--- src/rtl/lut_cell_k.sv ---
// K-input LUT cell with optional output register, serial config chain on the main clock,
// and a load-status FSM that flags config sessions with the wrong bit count.
module lut_cell_k #(
    parameter int K = 2
) (
    input  logic         clk_i,
    input  logic         rst_i,
    input  logic [K-1:0] inputs_i,
    input  logic         ce_i,
    input  logic         cfg_en_i,
    input  logic         cfg_in_i,
    output logic         cfg_out_o,
    output logic         out_o,
    output logic         ready_o,
    output logic         cfg_err_o
);

    localparam int LUT_BITS = 1 << K;
    localparam int CFG_BITS = LUT_BITS + 3;
    localparam int CW       = $clog2(CFG_BITS + 2);
    localparam logic [CW-1:0] CNT_FULL = CW'(CFG_BITS);
    localparam logic [CW-1:0] CNT_SAT  = CW'(CFG_BITS + 1);

    typedef enum logic [1:0] {UNCFG, SHIFT, INIT, RUN} state_t;

    state_t                state_q, state_d;
    logic [CFG_BITS-1:0]   cfg_sr_q, cfg_sr_d;
    logic [CW-1:0]         cnt_q, cnt_d;
    logic                  q_q, q_d;
    logic                  ready_q, ready_d;
    logic                  err_q, err_d;

    logic [LUT_BITS-1:0]   lut_tbl;
    logic                  lut_out;
    logic                  use_reg, init_val, ce_use;

    assign lut_tbl  = cfg_sr_q[LUT_BITS-1:0];
    assign lut_out  = lut_tbl[inputs_i];
    assign use_reg  = cfg_sr_q[LUT_BITS];
    assign init_val = cfg_sr_q[LUT_BITS+1];
    assign ce_use   = cfg_sr_q[LUT_BITS+2];

    always_comb begin
        state_d  = state_q;
        cfg_sr_d = cfg_sr_q;
        cnt_d    = cnt_q;
        q_d      = q_q;

        if (cfg_en_i) begin
            state_d  = SHIFT;
            cfg_sr_d = {cfg_sr_q[CFG_BITS-2:0], cfg_in_i};
            if (state_q != SHIFT) begin
                cnt_d = CW'(1);
            end else if (cnt_q != CNT_SAT) begin
                cnt_d = cnt_q + CW'(1);
            end
        end else begin
            case (state_q)
                SHIFT:   state_d = INIT;
                INIT:    state_d = RUN;
                default: state_d = state_q;
            endcase
        end

        // The output register follows the current state, independent of a new shift request.
        case (state_q)
            INIT: q_d = init_val;
            RUN:  if (!ce_use || ce_i) q_d = lut_out;
            default: q_d = q_q;
        endcase

        ready_d = (state_d == RUN) && (cnt_d == CNT_FULL);
        err_d   = ((state_d == INIT) || (state_d == RUN)) && (cnt_d != CNT_FULL);
    end

    always_ff @(posedge clk_i) begin
        if (rst_i) begin
            state_q  <= UNCFG;
            cfg_sr_q <= '0;
            cnt_q    <= '0;
            q_q      <= 1'b0;
            ready_q  <= 1'b0;
            err_q    <= 1'b0;
        end else begin
            state_q  <= state_d;
            cfg_sr_q <= cfg_sr_d;
            cnt_q    <= cnt_d;
            q_q      <= q_d;
            ready_q  <= ready_d;
            err_q    <= err_d;
        end
    end

    assign cfg_out_o = cfg_sr_q[CFG_BITS-1];
    assign ready_o   = ready_q;
    assign cfg_err_o = err_q;
    assign out_o     = (state_q == RUN) ? (use_reg ? q_q : lut_out) : 1'b0;

endmodule

--- config.mk ---
export PLATFORM = sky130hd
export DESIGN_NAME = lut_cell_k
export DESIGN_NICKNAME = d
export VERILOG_FILES = /design/src/rtl/lut_cell_k.sv
export SDC_FILE = /design/constraint.sdc
export NUM_CORES = 1
export LEC_CHECK = 0
export ABC_CLOCK_PERIOD_IN_PS = 1600
export CORE_UTILIZATION = 54
export CTS_BUF_LIST = sky130_fd_sc_hd__clkbuf_4
export DETAILED_ROUTE_END_ITERATION = 16
export PLACE_DENSITY = 0.9
export REMOVE_ABC_BUFFERS = 1
export SYNTH_ARGS = -nofsm -noshare
export SYNTH_HDL_FRONTEND = slang
export SYNTH_SLANG_ARGS = --single-unit
--- constraint.sdc ---
create_clock -name clk_i -period 1.6 [get_ports clk_i]
set_input_delay 0.32 -clock clk_i [delete_from_list [all_inputs] [get_ports clk_i]]
set_output_delay 0.32 -clock clk_i [all_outputs]
set_load 0.02 [all_outputs]
==> run metrics <==
CTS Root Cell=clkbuf_4; DRT iter0 DRCs=17; grt ovf=0; HP Class=flip-flop to flip-flop; row cnt=12; DP Cell Count=105; HPWL Detailed=1.077 mm; Synth Register Bits=16; CP endpoint kind=output pin; # hold bufs at CTS=0; RSZ-0062 raised after global routing=true; Comb power frac=13.4%; DP Area=899.6 µm²; Synth Area in Adders=3.478%; CTS tree=built; Final Hold Violating Endpoints=0; xor and xnor area share after synthesis=1.217%; core footprint=1171 µm²; setup slack after layout=-0.2031 ns; Crit path required time=1.28 ns; clock power share=29.4%; layout cells sized above 1=26.53%; IO Port Bufs=10; Die X-Extent=38.50 µm; nature of the critical path startpoint=input port; Worst R2R Start=cnt_q[0]$_SDFF_PP0_; Highest Clock Rate=554.6 MHz; internal power=554.8 µW; MaxCap Viol Count=0; Max-slew headroom=77.38%; largest family of logic cells by synthesized area=simple AND/OR/NAND/NOR gates; crit path from=inputs_i[1]; Worst Path Max Fanout=2; slew at the pin closest to its max-slew limit=0.3368 ns; CTS H-Tree Depth=1; Yosys cell types=28; Worst Skew=0.001187 ns; final worst-path cycle share=112.7%; Sink Count=16; largest net degree at the start of global routing=11; Seq/Total Area, Yosys=44.52%; vias per inst=5.446; Placer Congestion=0.7003; Design Area, Final=953.4 µm²; DRC viols=0; synthesis-to-finish area growth=32.52%; clk_lat worst skew=0.29 ns; Arr. time, crit path=1.48 ns; DR vias=610; Mapped Area=719.4 µm²; Worst path top cell family by delay=buffers and inverters; WHS=0.5273 ns; final wirelength=1.503 mm; max-slew violation count=0; Die Ht=38.50 µm; number of CTS-inserted buffers=3; final core utilization=81.41%; critical path's slowest cell=clkdlybuf4s50_1; post-route ant nets=0; violated checks=negative setup slack; final net count=108; per-cell routed wire length=13.42 µm; gr usage total=23.67%; vias in the first global route=549; antenna violations before repair=0; Mapped Cells=74; drt first pass iters=4; status=finished, violations left; first-pass GRT wire length=2.304 mm; Worst R2R Setup Slack=0.05 ns; clock-pin slew of the registers on the worst-case setup and hold paths=0.09 ns; Max stage delay on crit path=0.47 ns; power per cell area=769.4 nW/µm²; P_sw=178.7 µW; initial core utilization=61.43%; setup violators final=1; Ys Warns=0; Layout Cells excl Fill=112; sw frac=24.37%; Pleak=0.0004152 µW; Peak VDD IR=0.6409 mV; hold_sp=cfg_sr_q[5]$_SDFFE_PP0P_; Synth Area in Simple Gates=21.04%; multiplexer share of the synthesized area=15.65%; post-synthesis compound-gate area fraction=11.30%; Mapped Avg Cell Area=9.722 µm²; Buffers & Inverters on Critical Path=2; # IOs=11; crit path cell chain=clkdlybuf4s50_1 > mux4_2 > mux2i_1 > nor2_1 > buf_4; Longest Clk Path Bufs=2; n_diodes=0; minimum clock period=1.803 ns; die area=1482 µm²; WS Path Type=input port to output pin; share of power burned in registers=57.1%
## cell usage in the layout (no fill, tap or decap), types with 2 or more instances in the layout
cell / synthesis / final
a21oi_1: 3 / 3
buf_4: 0 / 14
clkbuf_4: 0 / 3
clkdlybuf4s50_1: 0 / 7
dfxtp_1: 16 / 13
dfxtp_2: 0 / 3
dlygate4sd2_1: 0 / 2
ha_1: 2 / 2
inv_1: 2 / 2
mux2i_1: 9 / 9
nand2_1: 6 / 6
nor2_1: 12 / 12
nor2b_1: 2 / 2
o21ai_0: 2 / 2
## tightest hold or removal path, delay by kind of cell, from the launching register on
family / cells / cell delay [ns]
flops: 1 / 0.35
mux: 1 / 0.08
simple gates: 1 / 0.07
## kinds of logic after synthesis
| family | count (synthesis) |
|---|---|
| buffers and inverters | 5 |
| XOR/XNOR | 1 |
| multiplexers | 10 |
| flip-flops | 16 |
| AO/OA/AOI/OAI | 12 |
| AND/OR/NAND/NOR | 28 |
| adder cells (fa/ha/maj) | 2 |
## routing by layer
| layer | share of wire [%] | vias to the layer above | track usage [%] | wire [µm] |
|---|---|---|---|---|
| met4 | 0.73 | 0 | 10.34 | 11 |
| met5 | 0 | - | 0 | 0 |
| met2 | 52 | 17 | 42.92 | 788 |
| met3 | 4.3 | 2 | 8.721 | 64 |
| li1 | - | 305 | - | - |
| met1 | 42 | 286 | 23.55 | 638 |
## through the flow
step	power, µW	setup TNS, ns	setup WS, ns
2_1_floorplan	465.8	0	0.1457
3_3_place_gp	516.8	-1.183	-0.7443
3_5_place_dp	521.3	-1.268	-0.7977
4_1_cts	741.1	-0.2017	-0.2017
5_1_grt	771.5	-0.2578	-0.2578
6_report	733.5	-0.2031	-0.2031
## cell type report
class	count	area, µm²
clock inverters	1	3.754
inverters	2	7.507
multi-input cells	53	385.4
well taps	14	17.52
fillers	77	217.7
flip-flops and latches	16	324.1
clock buffers	3	22.52
repair buffers	23	192.7
## registers in the layout (all words and copies together) (netlist names)
register   flops
cnt_q          4
state_q        2
cfg_err_o      1
cfg_sr_q       7
q_q            1
ready_o        1
## final timing paths
check / end / depth (start not counted)
worst max register to register: cfg_err_o$_SDFF_PP0_ / 5
worst max-delay path: out_o / 5
worst min register to register: cfg_sr_q[6]$_SDFFE_PP0P_ / 2
worst min-delay path: cfg_sr_q[6]$_SDFFE_PP0P_ / 2
## synthesized netlist by cell type (all sizes together)
library cell / instances / area share (%)
nor4: 1 / 1.7
dfxtp: 16 / 45
nor2: 12 / 6.3
and4bb: 1 / 1.7
nor2b: 2 / 1.7
o31a: 1 / 1.2
o21ai: 3 / 2.1
buf: 1 / 0.69
a21oi: 3 / 2.1
or3b: 1 / 1.2
a21boi: 1 / 1.6
mux2i: 9 / 13
nand2: 6 / 3.1
mux4: 1 / 3.1
clkbuf: 2 / 1.0
xnor2: 1 / 1.2
a311oi: 1 / 1.2
ha: 2 / 3.5
nand2b: 1 / 1.2
and3: 1 / 0.87
nand3b: 1 / 1.0
nor4b: 1 / 1.2
o21a: 1 / 1.2
inv: 2 / 1.0
o22ai: 1 / 0.87
a21o: 1 / 1.0
or2: 1 / 0.87
## power by group through the flow
| stage | registers (µW) | logic (µW) | clock network, µW |
|---|---|---|---|
| final | 419 | 98.5 | 216 |
| after global placement | 427 | 90.1 | 0 |
| after floorplan | 427 | 38.5 | 0 |
| after global routing | 421 | 106 | 245 |
| after CTS | 418 | 95.6 | 228 |
| after detailed placement | 427 | 93.9 | 0 |
## repair_timing
| action | 4_1_cts | 5_1_grt |
|---|---|---|
| resized for setup | 8 | 3 |
| setup endpoints to repair | 2 | 2 |
| setup buffers | 2 | 1 |
(Power assumes the default switching activity.)
